### config.mk
export PLATFORM = sky130hd
export DESIGN_NAME = piso_tx
export DESIGN_NICKNAME = d
export VERILOG_FILES = /design/src/rtl/piso_tx.sv
export SDC_FILE = /design/constraint.sdc
export NUM_CORES = 1
export LEC_CHECK = 0
export CAP_MARGIN = 40
export CELL_PAD_IN_SITES_DETAIL_PLACEMENT = 2
export CELL_PAD_IN_SITES_GLOBAL_PLACEMENT = 2
export CORE_ASPECT_RATIO = 1.2
export CORE_MARGIN = 2
export CORE_UTILIZATION = 35
export DETAILED_ROUTE_END_ITERATION = 8
export HOLD_SLACK_MARGIN = 0.05
export PLACE_DENSITY_LB_ADDON = 0.1
export SYNTH_ARGS = -nofsm -noshare
export SYNTH_HDL_FRONTEND = slang
export SYNTH_SLANG_ARGS = --single-unit
### constraint.sdc
create_clock -name clk -period 3.25 [get_ports clk]
set_input_delay 0.8125 -clock clk [delete_from_list [all_inputs] [get_ports clk]]
set_output_delay 0.8125 -clock clk [all_outputs]
set_load 0.05 [all_outputs]
### src/rtl/piso_tx.sv
// Framed parallel-in serial-out transmitter: start bit, WIDTH data bits LSB first, stop bit(s).
// Bit rate is set by CLKS_PER_BIT; the line idles high.
module piso_tx #(
    parameter int unsigned WIDTH        = 4,
    parameter int unsigned CLKS_PER_BIT = 1,
    parameter int unsigned STOP_BITS    = 1
) (
    input  logic             clk,
    input  logic             reset,
    input  logic [WIDTH-1:0] in_data,
    input  logic             in_valid,
    output logic             in_ready,
    output logic             serial_out,
    output logic             busy,
    output logic             tx_done
);

    localparam int unsigned CNT_W   = $clog2(CLKS_PER_BIT) + 1;
    localparam int unsigned BIT_MAX = (WIDTH > STOP_BITS) ? WIDTH : STOP_BITS;
    localparam int unsigned BIT_W   = $clog2(BIT_MAX) + 1;

    localparam logic [CNT_W-1:0] CYC_LAST  = CNT_W'(CLKS_PER_BIT - 1);
    localparam logic [BIT_W-1:0] DATA_LAST = BIT_W'(WIDTH - 1);
    localparam logic [BIT_W-1:0] STOP_LAST = BIT_W'(STOP_BITS - 1);

    typedef enum logic [1:0] {
        IDLE  = 2'd0,
        START = 2'd1,
        DATA  = 2'd2,
        STOP  = 2'd3
    } state_t;

    state_t           state;
    logic [WIDTH-1:0] shift_reg;
    logic [CNT_W-1:0] cyc_cnt;
    logic [BIT_W-1:0] bit_cnt;
    logic             bit_end;
    logic [WIDTH-1:0] shift_next;

    assign in_ready   = (state == IDLE);
    assign bit_end    = (cyc_cnt == CYC_LAST);
    assign shift_next = shift_reg >> 1;

    // Frame sequencer; serial_out is loaded with the level of the bit that begins next cycle.
    always_ff @(posedge clk or posedge reset) begin
        if (reset) begin
            state      <= IDLE;
            shift_reg  <= '0;
            cyc_cnt    <= '0;
            bit_cnt    <= '0;
            serial_out <= 1'b1;
            busy       <= 1'b0;
            tx_done    <= 1'b0;
        end else begin
            tx_done <= 1'b0;
            unique case (state)
                IDLE: begin
                    if (in_valid && in_ready) begin
                        shift_reg  <= in_data;
                        state      <= START;
                        serial_out <= 1'b0;
                        busy       <= 1'b1;
                        cyc_cnt    <= '0;
                        bit_cnt    <= '0;
                    end
                end
                START: begin
                    if (bit_end) begin
                        cyc_cnt    <= '0;
                        state      <= DATA;
                        serial_out <= shift_reg[0];
                    end else begin
                        cyc_cnt <= cyc_cnt + CNT_W'(1);
                    end
                end
                DATA: begin
                    if (bit_end) begin
                        cyc_cnt   <= '0;
                        shift_reg <= shift_next;
                        if (bit_cnt == DATA_LAST) begin
                            state      <= STOP;
                            bit_cnt    <= '0;
                            serial_out <= 1'b1;
                        end else begin
                            bit_cnt    <= bit_cnt + BIT_W'(1);
                            serial_out <= shift_next[0];
                        end
                    end else begin
                        cyc_cnt <= cyc_cnt + CNT_W'(1);
                    end
                end
                STOP: begin
                    if (bit_end) begin
                        cyc_cnt <= '0;
                        if (bit_cnt == STOP_LAST) begin
                            state   <= IDLE;
                            bit_cnt <= '0;
                            busy    <= 1'b0;
                            tx_done <= 1'b1;
                        end else begin
                            bit_cnt <= bit_cnt + BIT_W'(1);
                        end
                    end else begin
                        cyc_cnt <= cyc_cnt + CNT_W'(1);
                    end
                end
                default: state <= IDLE;
            endcase
        end
    end

endmodule

==> flow_metrics.py <==
metrics = {
    "outcome": {
        "outcome": "complete, no violations",
    },
    "timing": {
        "fin_worst_skew_ns": 0.0112,
        "slew_violations": 0,
        "final.setup.tns_ns": 0,
        "setup_viol": 0,
        "hold_violations": 0,
        "max_slew_margin_pct": 66.5,
        "worstMarginPinSlew_ns": 0.501,
        "rsz0062_at_grt": "no",
        "fin_crit_sh_pct": 86.1,
        "clock.fmax_mhz": 357,
        "period_minus_slack_ns": 2.80,
    },
    "floorplan": {
        "start_util_pct": 36.8,
        "rows": 18,
        "dieArea_sq_mm": 0.00254,
        "die_w_um": 46.4,
        "io_pins": 11,
        "dieHeight_um": 54.9,
        "core_sq_mm": 0.00205,
    },
    "clock_network": {
        "clk_pin_slew_ns": 0.08,
        "cts_buffer_depth": 2,
        "cts_tree": "yes",
        "clock_latency_ns": 0.28,
        "cts_root_buf": "clkbuf_4",
        "h-tree-depth": 1,
        "ctsHoldBuffers": 0,
        "clock_sinks": 12,
        "post_cts_resized": 0,
        "cts-buffers-inserted": 3,
        "postCtsSetupBuffers": 0,
    },
    "grt": {
        "grt_pass1_vias": 598,
        "grt_busiest_layer": "met2",
        "antenna_found_initial": 0,
        "grtUsageMet2_pct": 26.6,
        "grt_pass1_wl_um": 2840,
        "grt_max_degree": 16,
        "grt_overflow": 0,
        "met1_usage_pct": 21.2,
        "met3_usage_pct": 2.97,
        "grt_usage_pct": 16.3,
    },
    "worst_hold_path": {
        "min_path_type": "register to register",
    },
    "drt": {
        "dr_total_vias": 574,
        "ant_nets": 0,
        "first_pass_iters": 3,
        "wirelength_um": 1780,
        "detail_route.wl_per_cell_um": 15.3,
        "viasPerCell": 4.95,
        "drt_iter0_drc": 7,
        "drc_errors": 0,
    },
    "placement": {
        "gp_congestion": 0.700,
        "place_inst": 112,
        "place_area_sq_um": 876,
        "dp_hpwl_um": 1390,
        "portBuffers": 10,
    },
    "critical_path": {
        "cp-end-kind": "output pin",
        "criticalPathCategory": "register to output pin",
        "crit_required_ns": 2.44,
        "max_stage_delay_ns": 0.85,
        "cp_data_arrival_time_ns": 1.99,
        "path_max_fanout": 8,
        "cp-start-kind": "register",
        "path_cells": "inv_1, ha_1, clkdlybuf4s50_1",
        "regToRegSetupSlack_ns": 1.47,
        "cp_slowest_cell": "clkdlybuf4s50_1",
    },
    "power": {
        "power_leakage_nw": 0.401,
        "peakVddDrop_mv": 0.406,
        "p_per_area_mw_per_mm2": 1020,
    },
    "flow_run": {
        "maxCapViolations": 0,
    },
    "final_layout": {
        "fin_nets": 104,
        "design_area_sq_um": 912,
        "diodes": 0,
        "syn2layout_area_growth_pct": 20.9,
        "largest_reg_flops": 4,
        "final_cell_mix": "11 x dfrtp_1, 10 x ha_1, 10 x clkdlybuf4s50_1",
        "drive_above_1_share_pct": 9.30,
        "mostFrequentLayoutCell": "dfrtp_1",
        "instances_no_fill": 116,
    },
    "synthesis": {
        "syn-num-nets": 91,
        "yosysWarnings": 0,
        "synth_cell_types": 27,
        "syn_avg_cell_area_sq_um": 10.2,
        "ys_ff_latch": 12,
        "postSynthCellCount": 74,
        "synth_area_sq_um": 754,
        "yosysSeqAreaShare_pct": 40.0,
    },
}
==> path summary, 6_finish.rpt <==
| kind | start | to | cells past startpoint |
|---|---|---|---|
| worst max-delay path | state[1] | in_ready | 3 |
| worst min-delay path | serial_out | serial_out | 2 |
| worst max register to register | state[1] | shift_reg[1] | 5 |
| worst min register to register | serial_out | serial_out | 2 |
| max in group asynchronous | reset | serial_out | 2 |
| min in group asynchronous | reset | bit_cnt[2] | 2 |
==> report_power, final <==
group	switching, mW	leakage (nW)	total, mW	internal, mW
clock	0.0542	0.0210	0.122	0.0680
combinational	0.314	0.233	0.530	0.216
sequential	0.0549	0.147	0.274	0.219
total	0.423	0.401	0.926	0.503
==> synthesized netlist by cell type (all sizes together) <==
master,count,area share [%]
nand2,3,1.5
nand2b,3,2.5
inv,9,4.5
o21a,1,1.0
a2bb2oi,1,1.2
dfrtp,11,36
o31ai,2,2.0
o32a,1,1.3
dfstp,1,3.5
ha,10,17
o41ai,1,1.2
a221o,1,1.3
o21ai,8,5.3
buf,2,2.2
nand3,1,0.66
o221a,2,3.0
nor2b,3,3.5
or3,3,2.5
a21oi,3,2.0
a31oi,1,0.83
a211oi,2,3.3
and2b,1,1.0
mux2i,1,1.3
nor2,3,1.5
==> layout make-up <==
type,instances,area (sq um)
repair buffers,10,100
well taps,30,37.5
multi-input cells,51,403
inverters,9,33.8
fillers,229,1140
flip-flops and latches,12,302
clock buffers,4,36.3
==> worst max-delay path, delay by kind of cell, from the launching register on <==
kind	cells	cell delay, ns
fa+ha+maj	1	0.32
buf+inv	2	0.98
flops	1	0.42
==> cell families after synthesis <==
kind of cell / after synthesis / share of synthesized area, %
AO/OA/AOI/OAI: 23 / 22.4
adder cells (fa/ha/maj): 10 / 16.6
buffers and inverters: 11 / 6.63
flip-flops: 12 / 40.0
multiplexers: 1 / 1.33
AND/OR/NAND/NOR: 17 / 13.1
==> metrics by stage <==
| stage | worst slack (ns) | util, % | hold WS [ns] | power [mW] |
|---|---|---|---|---|
| final | 0.451 | 44.5 | 0.503 | 0.926 |
| after global routing | 0.351 | 44.5 | 0.560 | 1.00 |
| after CTS | 0.439 | 44.5 | 0.509 | 0.940 |
| after detailed placement | 0.735 | 42.7 | 0.496 | 0.814 |
| after global placement | 0.789 | 42.7 | 0.484 | 0.791 |
| after floorplan | 1.38 | - | 0.470 | 0.666 |
==> metal layers <==
metal	wire length, um	part of all wire (%)	up-vias
li1	-	-	285
met1	853	48	283
met2	884	50	4
met3	21	1.2	2
met4	19	1.1	0
met5	0	0	-
Power figures use the tool's default switching activity.
